==> config.mk <==
export PLATFORM = sky130hd
export DESIGN_NAME = instr_fetch_flat
export DESIGN_NICKNAME = d
export VERILOG_FILES = /design/src/rtl/instr_fetch_if.sv /design/src/rtl/instr_fetch.sv /design/src/flat_wrapper.sv
export SDC_FILE = /design/constraint.sdc
export NUM_CORES = 1
export LEC_CHECK = 0
export ABC_AREA = 1
export CORE_MARGIN = 2
export CORE_UTILIZATION = 60
export CTS_CLUSTER_DIAMETER = 120
export DETAILED_ROUTE_END_ITERATION = 6
export GPL_ROUTABILITY_DRIVEN = 0
export GPL_TIMING_DRIVEN = 1
export PLACE_DENSITY = 0.85
export SKIP_LAST_GASP = 1
export SLEW_MARGIN = 40
export SYNTH_ARGS = -nofsm -noshare
export SYNTH_HDL_FRONTEND = slang
export SYNTH_SLANG_ARGS = --single-unit
==> constraint.sdc <==
create_clock -name clk -period 7.7 [get_ports clk]
set_clock_uncertainty 0.05 [all_clocks]
set_input_delay 1.54 -clock clk [delete_from_list [all_inputs] [get_ports clk]]
set_output_delay 1.54 -clock clk [all_outputs]
set_load 0.05 [all_outputs]
==> src/rtl/instr_fetch_if.sv <==
// Fetch-unit bus bundle: redirect input, instruction memory port and decode-side port.
// The master modport is the fetch unit; the slave modport is the surrounding core/memory.
interface instr_fetch_if;
   logic        redirect;
   logic [31:0] redirect_addr;
   logic        imem_req;
   logic [31:0] imem_addr;
   logic        imem_ack;
   logic [31:0] imem_rdata;
   logic        instr_valid;
   logic [31:0] instr_data;
   logic [31:0] instr_pc;
   logic        instr_ready;

   modport master (
      input  redirect, redirect_addr, imem_ack, imem_rdata, instr_ready,
      output imem_req, imem_addr, instr_valid, instr_data, instr_pc
   );

   modport slave (
      output redirect, redirect_addr, imem_ack, imem_rdata, instr_ready,
      input  imem_req, imem_addr, instr_valid, instr_data, instr_pc
   );
endinterface

==> src/rtl/instr_fetch.sv <==
// Instruction fetch unit: single-outstanding memory requests feeding a DEPTH-entry
// {pc, instr} buffer, with redirect flush and discard of an in-flight response.
module instr_fetch #(
   parameter int          DEPTH      = 4,
   parameter logic [31:0] RESET_ADDR = 32'h0000_0000
) (
   input  logic          clk,
   input  logic          rst,
   instr_fetch_if.master bus
);
   localparam int PTR_W = $clog2(DEPTH);
   localparam int CNT_W = PTR_W + 1;
   localparam logic [CNT_W-1:0] FULL = CNT_W'(DEPTH);
   localparam logic [31:0] RESET_ALIGNED = {RESET_ADDR[31:2], 2'b00};

   typedef enum logic [1:0] {IDLE, WAIT, DISCARD} state_t;

   state_t           state_q, state_d;
   logic [31:0]      fetch_q, fetch_d;
   logic [31:0]      addr_q, addr_d;
   logic [PTR_W-1:0] wr_q, rd_q;
   logic [CNT_W-1:0] cnt_q;
   logic [31:0]      pc_mem    [DEPTH];
   logic [31:0]      instr_mem [DEPTH];
   logic             push, pop, flush, valid;
   logic             unused_addr_lsbs;

   assign unused_addr_lsbs = ^bus.redirect_addr[1:0];

   always_ff @(posedge clk or posedge rst) begin
      if (rst) begin
         state_q <= IDLE;
         fetch_q <= RESET_ALIGNED;
         addr_q  <= '0;
      end else begin
         state_q <= state_d;
         fetch_q <= fetch_d;
         addr_q  <= addr_d;
      end
   end

   // Occupancy below DEPTH at issue reserves the slot the response will land in.
   always_comb begin
      state_d = state_q;
      fetch_d = fetch_q;
      addr_d  = addr_q;
      push    = 1'b0;
      flush   = bus.redirect;
      case (state_q)
         IDLE: begin
            if (!bus.redirect && (cnt_q < FULL)) begin
               state_d = WAIT;
               addr_d  = fetch_q;
            end
         end
         WAIT: begin
            if (bus.redirect) begin
               state_d = bus.imem_ack ? IDLE : DISCARD;
            end else if (bus.imem_ack) begin
               push    = 1'b1;
               fetch_d = fetch_q + 32'd4;
               state_d = IDLE;
            end
         end
         DISCARD: begin
            if (bus.imem_ack) state_d = IDLE;
         end
         default: state_d = IDLE;
      endcase
      if (bus.redirect) fetch_d = {bus.redirect_addr[31:2], 2'b00};
   end

   assign valid = (cnt_q != '0);
   assign pop   = valid && bus.instr_ready && !flush;

   always_comb begin
      bus.imem_req    = (state_q != IDLE);
      bus.imem_addr   = addr_q;
      bus.instr_valid = valid;
      bus.instr_data  = valid ? instr_mem[rd_q] : '0;
      bus.instr_pc    = valid ? pc_mem[rd_q]    : '0;
   end

   always_ff @(posedge clk or posedge rst) begin
      if (rst) begin
         wr_q  <= '0;
         rd_q  <= '0;
         cnt_q <= '0;
      end else if (flush) begin
         wr_q  <= '0;
         rd_q  <= '0;
         cnt_q <= '0;
      end else begin
         if (push) wr_q <= wr_q + PTR_W'(1);
         if (pop)  rd_q <= rd_q + PTR_W'(1);
         if (push && !pop)      cnt_q <= cnt_q + CNT_W'(1);
         else if (!push && pop) cnt_q <= cnt_q - CNT_W'(1);
      end
   end

   always_ff @(posedge clk) begin
      if (push) begin
         pc_mem[wr_q]    <= addr_q;
         instr_mem[wr_q] <= bus.imem_rdata;
      end
   end
endmodule

==> src/flat_wrapper.sv <==
// flat-port wrapper written by rule: the top's interface ports become plain ports
module instr_fetch_flat 
#(
   parameter int          DEPTH      = 4,
   parameter logic [31:0] RESET_ADDR = 32'h0000_0000
)
  (clk, rst, bus_redirect, bus_redirect_addr, bus_imem_ack, bus_imem_rdata, bus_instr_ready, bus_imem_req, bus_imem_addr, bus_instr_valid, bus_instr_data, bus_instr_pc);
  instr_fetch_if bus_i ();
  input  logic clk;
  input  logic rst;
  input wire logic [$bits(bus_i.redirect)-1:0] bus_redirect;
  input wire logic [$bits(bus_i.redirect_addr)-1:0] bus_redirect_addr;
  input wire logic [$bits(bus_i.imem_ack)-1:0] bus_imem_ack;
  input wire logic [$bits(bus_i.imem_rdata)-1:0] bus_imem_rdata;
  input wire logic [$bits(bus_i.instr_ready)-1:0] bus_instr_ready;
  output wire logic [$bits(bus_i.imem_req)-1:0] bus_imem_req;
  output wire logic [$bits(bus_i.imem_addr)-1:0] bus_imem_addr;
  output wire logic [$bits(bus_i.instr_valid)-1:0] bus_instr_valid;
  output wire logic [$bits(bus_i.instr_data)-1:0] bus_instr_data;
  output wire logic [$bits(bus_i.instr_pc)-1:0] bus_instr_pc;
  assign bus_i.redirect = bus_redirect;
  assign bus_i.redirect_addr = bus_redirect_addr;
  assign bus_i.imem_ack = bus_imem_ack;
  assign bus_i.imem_rdata = bus_imem_rdata;
  assign bus_i.instr_ready = bus_instr_ready;
  assign bus_imem_req = bus_i.imem_req;
  assign bus_imem_addr = bus_i.imem_addr;
  assign bus_instr_valid = bus_i.instr_valid;
  assign bus_instr_data = bus_i.instr_data;
  assign bus_instr_pc = bus_i.instr_pc;
  instr_fetch #(.DEPTH(DEPTH), .RESET_ADDR(RESET_ADDR)) u_core (.clk(clk), .rst(rst), .bus(bus_i));
endmodule
# After elaboration in Yosys (flattened, before gate mapping)
# Memories as Yosys holds them, arrays and structs flattened.
# Cells that the tools add are included.
totals:
  regBits: 73
  ramBits: 256
  inputBits: 69
  elab_cells: 57
  mem_count: 2
memory_table:
  columns: ["name", "words", "width", "rd", "rd_ports_with_merged_regs", "wr", "line_no", "text"]
  rows:
  - ["u_core.instr_mem", 4, 32, 1, 0, 1, "instr_fetch.sv:24", "logic [31:0] instr_mem [DEPTH];"]
  - ["u_core.pc_mem", 4, 32, 1, 0, 1, "instr_fetch.sv:23", "logic [31:0] pc_mem [DEPTH];"]
op_classes:
  add_sub_neg: 5
  magnitude_cmp: 1
  n_eq_ne: 3
  mux: 22
  reduce_logical: 18
ops:
  columns: ["op", "n"]
  rows:
  - ["32-bit two-way mux", 5]
  - ["32-bit by 3-bit adder with 32-bit output (second input constant)", 1]
  - ["2-bit two-way mux", 8]
  - ["2-bit nonzero test", 5]
  - ["3-bit two-way mux", 3]
  - ["2-bit case mux with 3 select lines", 1]
  - ["3-bit nonzero test", 2]
  - ["1-bit logical AND", 5]
  - ["1-bit two-way mux", 5]
  - ["2-bit by 1-bit adder with 2-bit output (second input constant)", 2]
  - ["2-bit AND reduction", 2]
  - ["3-bit by 1-bit adder with 3-bit output (second input constant)", 1]
  - ["1-bit logical NOT", 3]
  - ["3-bit less-than comparator (second input constant)", 1]
  - ["3-bit by 1-bit subtractor with 3-bit output (second input constant)", 1]
  - ["2-bit by 1-bit == test with 1-bit output (second input constant)", 1]
  - ["2-bit == test (second input constant)", 1]
  - ["2-bit logical NOT", 1]
  - ["2-bit by 1-bit != test with 1-bit output (second input constant)", 1]

# Logic depth before layout (Yosys ltp)
# Gate-level depths: netlist of run 1.
depth:
  ltp_word: 8
  depth_mapped: 11
  ltp_nobuf: 10

# Least setup slack after synthesis of run 1
# Ideal clock, no wire load.
synth_path:
  path_type: "input to register"
  from: "input bus_redirect"
  to: "memory u_core.instr_mem[0][0] (enable)"
  arrival_ns: 4.780
  setup_slack_ns: 2.388
  path_stages: 7
  path_buffers: 2
  cell_sequence: "buf_6 > inv_4 > nand2_4 > nor2_8 > inv_2 > buf_2 > nor2_1"
synth_between:
  elab_chain_cells: 4
synth_rtl:
  columns: ["item", "line_no", "text"]
  rows:
  - ["from (decl)", "flat_wrapper.sv:11", "input wire logic [$bits(bus_i.redirect)-1:0] bus_redirect;"]
  - ["1-bit two-way mux", "instr_fetch.sv:57", "if (bus.redirect) begin"]
  - ["1-bit two-way mux", "instr_fetch.sv:49", "case (state_q)"]
  - ["1-bit two-way mux", "instr_fetch.sv:102", "if (push) begin"]
  - ["1-bit two-way mux (implied by the code)", "instr_fetch.sv:104", "instr_mem[wr_q] <= bus.imem_rdata;"]
  - ["to (decl)", "instr_fetch.sv:24", null]
# No other way between the ends.

# Worst setup path in the final report of run 1
layout_path:
  from: "register u_core.rd_q[1]"
  to: "output bus_instr_pc[12]"
layout_between:
  elab_chain_cells: 2
layout_rtl:
  columns: ["item", "line_no", "text"]
  rows:
  - ["from (decl)", "instr_fetch.sv:21", "logic [PTR_W-1:0] wr_q, rd_q;"]
  - ["from (signal assigned)", "instr_fetch.sv:95", "if (pop) rd_q <= rd_q + PTR_W'(1);"]
  - ["memory 4 x 32 bit", null, null]
  - ["32-bit two-way mux", "instr_fetch.sv:81", "bus.instr_pc = valid ? pc_mem[rd_q] : '0;"]
  - ["to (decl)", "flat_wrapper.sv:20", "output wire logic [$bits(bus_i.instr_pc)-1:0] bus_instr_pc;"]
# No other way between the ends.

==> summary.txt, run 1 <==
Inserted Diodes: 0
Hpwl dp: 17,920 µm
CP Launch Type: flop
Full die area: 0.02356 mm²
Xor-xnor portion of the synthesized cell area: 0.006533
Lkg Pwr: 5.991 nW
Fraction of registers with async set or reset after synthesis: 0.2177
Area contributors post-synth: edfxtp_1, dfrtp_1, nor2_1
Row cnt: 54
Io pins: 167
Cell taking the most area after synthesis: edfxtp_1
Met1 wire length: 12,080 µm
Post-placement setup slack: 2.817 ns
Simple-Gate Fraction of Synth Area: 0.1667
Total GRT Usage: 0.2558
Sink Count: 317
Fillers: 1,446
Clock H-tree levels: 1
Mapped Cells: 1,261
Clk_lat worst skew: 0.55 ns
Ys flop type: edfxtp_1
Area delta synth->final: 21.23%
Number of buffers created by CTS: 30
Total Wirelength: 30,440 µm
Via count: 9,582
Met2 routed WL: 14,970 µm
Drc violations: 0
Clock-pin slew on the worst setup and hold paths: 0.06 ns
Worst setup path start: u_core.rd_q[1]
Worst hold path class: flop to flop
Vias in the first global route: 9,449
Yosys warns: 0
Register Area: 0.009179 mm²
Synth Area in Compound Gates: 0.09267
Distinct cell type count after synthesis: 40
Avg Inst Size Synth: 10.63 µm²
Status: finished clean
CTS Hold Buffers Added: 0
Max Cap Viol: 0
PwrDens: 383.3 mW/mm²
Total gr overflow: 0
Worst EP arrival: 3.72 ns
Crit. End Element: output pin
First-pass iteration count of the detailed router: 5
Number of flops mapped to enable cells by yosys: 248
Slew @ Worst Pin: 0.8206 ns
Layout Utilization: 0.7425
Final Power: 6.230 mW
Max-slew violations: 0
Die width: 153.5 µm
Sequential area share after synthesis: 0.6843
Relative slew slack: 0.4530
Routed wl met3: 2636 µm
Core area: 0.02189 mm²
Synth Cell Area: 0.01341 mm²
DR iter-0 viols: 921
Final setup margin: 2.387 ns
Height of the chip: 153.5 µm
Largest family of logic cells by synthesized area: simple AND/OR/NAND/NOR gates
Post-DRT Antenna Nets: 0
FF+latch count, synth: 317
Hold Path Origin: u_core.cnt_q[0]
Initial Util: 0.6124
Post-synthesis adder-cell area fraction: 0.006160
Layout cells sized above 1: 0.06368
Max IR drop VDD: 0.0002335 V
CTS tree: yes
Pin count of the biggest net entering global routing: 105
Fin Setup TNS: 0 ns
Maximum achievable frequency: 0.1882 GHz
Highest routed layer: met4
Number of setup buffers added after CTS: 0
Finish-stage setup viols: 0
Routed WL per cell: 17.81 µm
Period utilization: 0.6900
Crit-path max FO: 63
Final hold violations: 0
Footprint of the multi-input gates: 0.003731 mm²
Mux cell area share after synthesis: 0.002520
Initial antenna violation count: 0
Final #Nets: 1,480
Clk buf depth: 3
RSZ-0062 raised after global routing: false
Final min period: 5.313 ns
Top cell type's share of synthesized area: 0.5555
Worst r2r src: u_core.state_q[1]
Drt via density: 5.607
CTS resizes: 0
Worst Path Required: 6.11 ns
Clock root cell: clkbuf_16
WS Path Type: flop to output pin
Port Buffer Count: 160
First-pass GRT wire length: 48,010 µm
final cells by class:
cell class	count	share of cell area
clock buffer	44	0.05319
clock inverter	12	0.01047
inverter	61	0.01432
multi-input combinational	821	0.2296
sequential	317	0.5647
tap	280	0.02156
timing repair buffer	174	0.1062
through the flow:
stage / area (µm²) / hold WS (ns) / instances
finish: 16250 / 0.4300 / 1709
global route: 16250 / 0.4620 / 1709
CTS: 16250 / 0.4280 / 1709
detailed placement: 15220 / 0.4179 / 1653
global placement: 15190 / 0.4098 / 1652
floorplan: 13420 / 0.3991 / 1264
worst max-delay path, cell delays in order, from the launching register on:
cell             delay [ns]
dfrtp_2                0.34
buf_4                  0.64
inv_2                  0.30
buf_4                  0.43
nor2_1                 0.19
o21ai_0                0.10
a21oi_1                0.27
clkdlybuf4s50_1        0.87
power by group:
group,switching [mW],internal (mW)
sequential,0.202,2.09
clock,0.608,0.911
combinational,1.71,0.702
total,2.52,3.71
layout by cell type, fill, tap and decap left out, drive strengths merged:
cell type / instances
nor2: 322
edfxtp: 248
nand2: 179
o21ai: 162
clkdlybuf4s50: 160
a21oi: 70
dfrtp: 69
inv: 60
nand3: 51
clkbuf: 44
buf: 14
xor2: 9
clkinv: 6
ha: 5
o211ai: 4
conb: 4
bufinv: 4
clkinvlp: 3
mux2: 3
o21bai: 2
nand4: 2
nor3: 2
o22ai: 1
o31ai: 1
a31oi: 1
xnor2: 1
o221ai: 1
fa: 1
path summary, 6_finish.rpt:
path / to / slack [ns] / depth (start not counted)
hold / removal: u_core.cnt_q[0] / 0.43 / 1
hold reg to reg: u_core.cnt_q[0] / 0.43 / 1
setup / recovery: bus_instr_pc[12] / 2.39 / 7
setup reg to reg: u_core.instr_mem[1][11] / 4.74 / 6
min in group asynchronous: u_core.cnt_q[0] / 1.41 / 3
max in group asynchronous: u_core.rd_q[0] / 5.72 / 3
flip-flops by register name, indices dropped and copies added (netlist names):
signal                flops
u_core.instr_mem        128
u_core.bus.imem_addr     30
u_core.state_q            2
u_core.cnt_q              3
u_core.wr_q               2
u_core.pc_mem           120
u_core.rd_q               2
u_core.fetch_q           30
metal layers:
metal	up-vias	GRT usage
met1	4483	0.3417
met4	0	0.08519
met3	57	0.03516
met2	483	0.4379
li1	4559	-
met5	-	0
kinds of logic (layout without fill, tap and decap cells):
family                     after synthesis  after routing
muxes                                    3              3
and+or+nand+nor                        556            556
DFF                                    317            317
AOI/OAI and AO/OA                      242            242
xor gates and xnor gates                10             10
buffers and inverters                  126            291
other                                    1              4
adders and majority gates                6              6
cell usage after synthesis (2+ instances only):
library cell / number
ha_1: 5
buf_2: 20
o21ai_0: 160
nor2_4: 3
o21ai_1: 2
buf_4: 8
nand2_2: 3
dfrtp_1: 69
xor2_1: 9
a21oi_1: 68
inv_2: 4
o21bai_1: 2
o211ai_1: 4
nand3_1: 51
nor2_2: 4
nor2_1: 314
nand4_1: 2
clkbuf_1: 33
nand2_4: 2
buf_6: 2
mux2_1: 2
edfxtp_1: 248
inv_1: 55
nand2_1: 174
a21oi_2: 2
Power figures use the tool's default switching activity.
==> run 2: changes to the inputs <==
--- a/config.mk
+++ b/config.mk
@@ -7,12 +7,12 @@
 export LEC_CHECK = 0
 export ABC_AREA = 1
 export CORE_MARGIN = 2
-export CORE_UTILIZATION = 60
+export CORE_UTILIZATION = 56
 export CTS_CLUSTER_DIAMETER = 120
 export DETAILED_ROUTE_END_ITERATION = 6
 export GPL_ROUTABILITY_DRIVEN = 0
 export GPL_TIMING_DRIVEN = 1
-export PLACE_DENSITY = 0.85
+export PLACE_DENSITY = 0.8
 export SKIP_LAST_GASP = 1
 export SLEW_MARGIN = 40
 export SYNTH_ARGS = -nofsm -noshare
==> constraint.sdc (replaced) <==
create_clock -name clk -period 5.3 [get_ports clk]
set_clock_uncertainty 0.05 [all_clocks]
set_input_delay 1.06 -clock clk [delete_from_list [all_inputs] [get_ports clk]]
set_output_delay 1.06 -clock clk [all_outputs]
set_load 0.05 [all_outputs]
==> summary.txt, run 2 (same netlist as run 1, synthesis figures left out) <==
CP max-delay cell: clkdlybuf4s50_1 (unchanged)
RSZ-0062 raised after global routing: false (unchanged)
PwrDens: 544.8 mW/mm² (was 383.3 mW/mm²)
Full die area: 0.02519 mm² (was 0.02356 mm²)
Layout cells sized above 1: 0.06429 (was 0.06368)
Status: finished clean (unchanged)
Maximum achievable frequency: 0.2309 GHz
Fin Setup TNS: 0 ns (unchanged)
Worst path max stage delay: 0.87 ns (about the same)
Pin count of the biggest net entering global routing: 91 (was 105)
Total Wirelength: 30,020 µm (was 30,440 µm)
Row cnt: 56 (was 54)
CTS Hold Buffers Added: 0 (unchanged)
Port Buffer Count: 160 (unchanged)
Routed WL per cell: 17.15 µm (was 17.81 µm)
Clock root cell: clkbuf_16 (unchanged)
Top reg by flops: u_core.instr_mem (unchanged)
Clk pwr share: 0.227 (was 0.244)
Most common cell after layout, fill and taps aside: nor2_1 (unchanged)
Number of buffers created by CTS: 31 (was 30)
Sw Ratio: 0.4125 (was 0.4048)
First-pass iteration count of the detailed router: 6 (was 5)
Finish-stage setup viols: 0 (unchanged)
Reg2Reg Setup Slack: 2.94 ns (was 4.74 ns)
CP Launch Type: flop (unchanged)
Int Power: 5.202 mW (was 3.708 mW)
Area delta synth->final: 21.23% (unchanged)
Max Cap Viol: 0 (unchanged)
Flop pwr share: 0.377 (was 0.369)
Drc violations: 0 (unchanged)
Total GRT Usage: 0.2365 (was 0.2558)
Crit-path cells: clkinv_2 -> buf_12 -> o21ai_0 -> a21oi_1 -> clkdlybuf4s50_1 (was buf_4 -> inv_2 -> buf_4 -> nor2_1 -> o21ai_0 -> a21oi_1 -> clkdlybuf4s50_1)
Placed Cells: 1,692 (was 1,653)
Max IR drop VDD: 0.0003451 V (was 0.0002335 V)
Worst hold path class: flop to flop (unchanged)
Period utilization: 0.8172
CTS tree: yes (unchanged)
Clk_lat worst skew: 0.55 ns (about the same)
Crit. End Element: output pin (unchanged)
CTS resizes: 0 (unchanged)
WS Path Type: flop to output pin (unchanged)
Final hold violations: 0 (unchanged)
Combinational fraction of design power: 0.396 (was 0.387)
Hpwl dp: 18,100 µm (was 17,920 µm)
Lkg Pwr: 5.966 nW (was 5.991 nW)
Clock H-tree levels: 1 (unchanged)
Post-placement cell area: 0.01531 mm² (was 0.01522 mm²)
Clock-pin slew on the worst setup and hold paths: 0.06 ns (about the same)
Layout Cells excl Fill: 1,750 (was 1,709)
First-pass GRT wire length: 47,740 µm (was 48,010 µm)
Slew @ Worst Pin: 0.8328 ns (was 0.8206 ns)
Fin area: 0.01625 mm² (unchanged)
Final min period: 4.331 ns
Die width: 158.7 µm (was 153.5 µm)
Worst Path Required: 4.19 ns (was 6.11 ns)
Most frequent cells in the layout: nor2_1, edfxtp_1, nand2_1, o21ai_0, clkdlybuf4s50_1 (unchanged)
Sw power: 3.653 mW (was 2.522 mW)
Io pins: 167 (unchanged)
Sink Count: 317 (unchanged)
Number of setup buffers added after CTS: 0 (unchanged)
Relative slew slack: 0.4448 (was 0.4530)
Total gr overflow: 0 (unchanged)
DR iter-0 viols: 812 (was 921)
Via count: 9,482 (was 9,582)
Max reg flops: 128 (unchanged)
Drt via density: 5.418 (was 5.607)
Final #Nets: 1,481 (was 1,480)
Clk buf depth: 3 (unchanged)
Inserted Diodes: 0 (unchanged)
Crit-path max FO: 90 (was 63)
Worst EP arrival: 3.22 ns (was 3.72 ns)
Final Power: 8.855 mW (was 6.230 mW)
Post-DRT Antenna Nets: 0 (unchanged)
Max-slew violations: 0 (unchanged)
Height of the chip: 158.7 µm (was 153.5 µm)
Initial antenna violation count: 0 (unchanged)
Core area: 0.02347 mm² (was 0.02189 mm²)
Vias in the first global route: 9,276 (was 9,449)
Largest regs: u_core.instr_mem x128, u_core.pc_mem x120 (unchanged)
Initial Util: 0.5712 (was 0.6124)
run 2: layout make-up:
class                           count  area (µm²)
Clock buffer                       36       794.5
Multi-Input combinational cell    821        3731
Fill cell                        1694        7219
Clock inverter                     22       146.4
Sequential cell                   317        9179
Timing Repair Buffer              174        1769
Inverter                           61       234.0
Tap cell                          319       399.1
run 2: metrics by stage:
stage	util	hold slack (ns)	worst slack, ns
2_1_floorplan	-	0.3991	0.4682
3_3_place_gp	0.6523	0.4101	1.582
3_5_place_dp	0.6523	0.4172	1.545
4_1_cts	0.6924	0.4257	0.9473
5_1_grt	0.6924	0.4612	0.7980
6_report	0.6924	0.4277	0.9687
run 2: worst max-delay path: cells and delay by family, from the launching register on:
kind	cells	cell delay, ns
flip-flops	1	0.61
AO/OA/AOI/OAI	2	0.37
buffers and inverters	3	1.63
run 2: layer usage:
metal	track usage	routed length (µm)	vias to the layer above
met2	0.4039	14690	374
met1	0.3227	12580	4501
met4	0.06422	655	0
li1	-	-	4563
met3	0.03056	2091	44
met5	0	0	-
run 2: path summary, 6_finish.rpt:
| check | start | end | depth (start not counted) |
|---|---|---|---|
| min in group asynchronous | rst | u_core.cnt_q[2] | 2 |
| worst max register to register | u_core.state_q[1] | u_core.instr_mem[2][9] | 6 |
| worst min register to register | u_core.cnt_q[0] | u_core.cnt_q[0] | 1 |
| worst min-delay path | u_core.cnt_q[0] | u_core.cnt_q[0] | 1 |
| max in group asynchronous | rst | u_core.fetch_q[25] | 3 |
| worst max-delay path | u_core.rd_q[0] | bus_instr_data[17] | 5 |
run 2: power by group through the flow:
stage	Combinational [mW]	Sequential (mW)	Clock, mW
floorplan	2.04	3.63	0
global placement	3.47	3.36	0
detailed placement	3.52	3.38	0
CTS	3.53	3.33	2.04
global route	3.73	3.37	2.14
finish	3.51	3.34	2.01
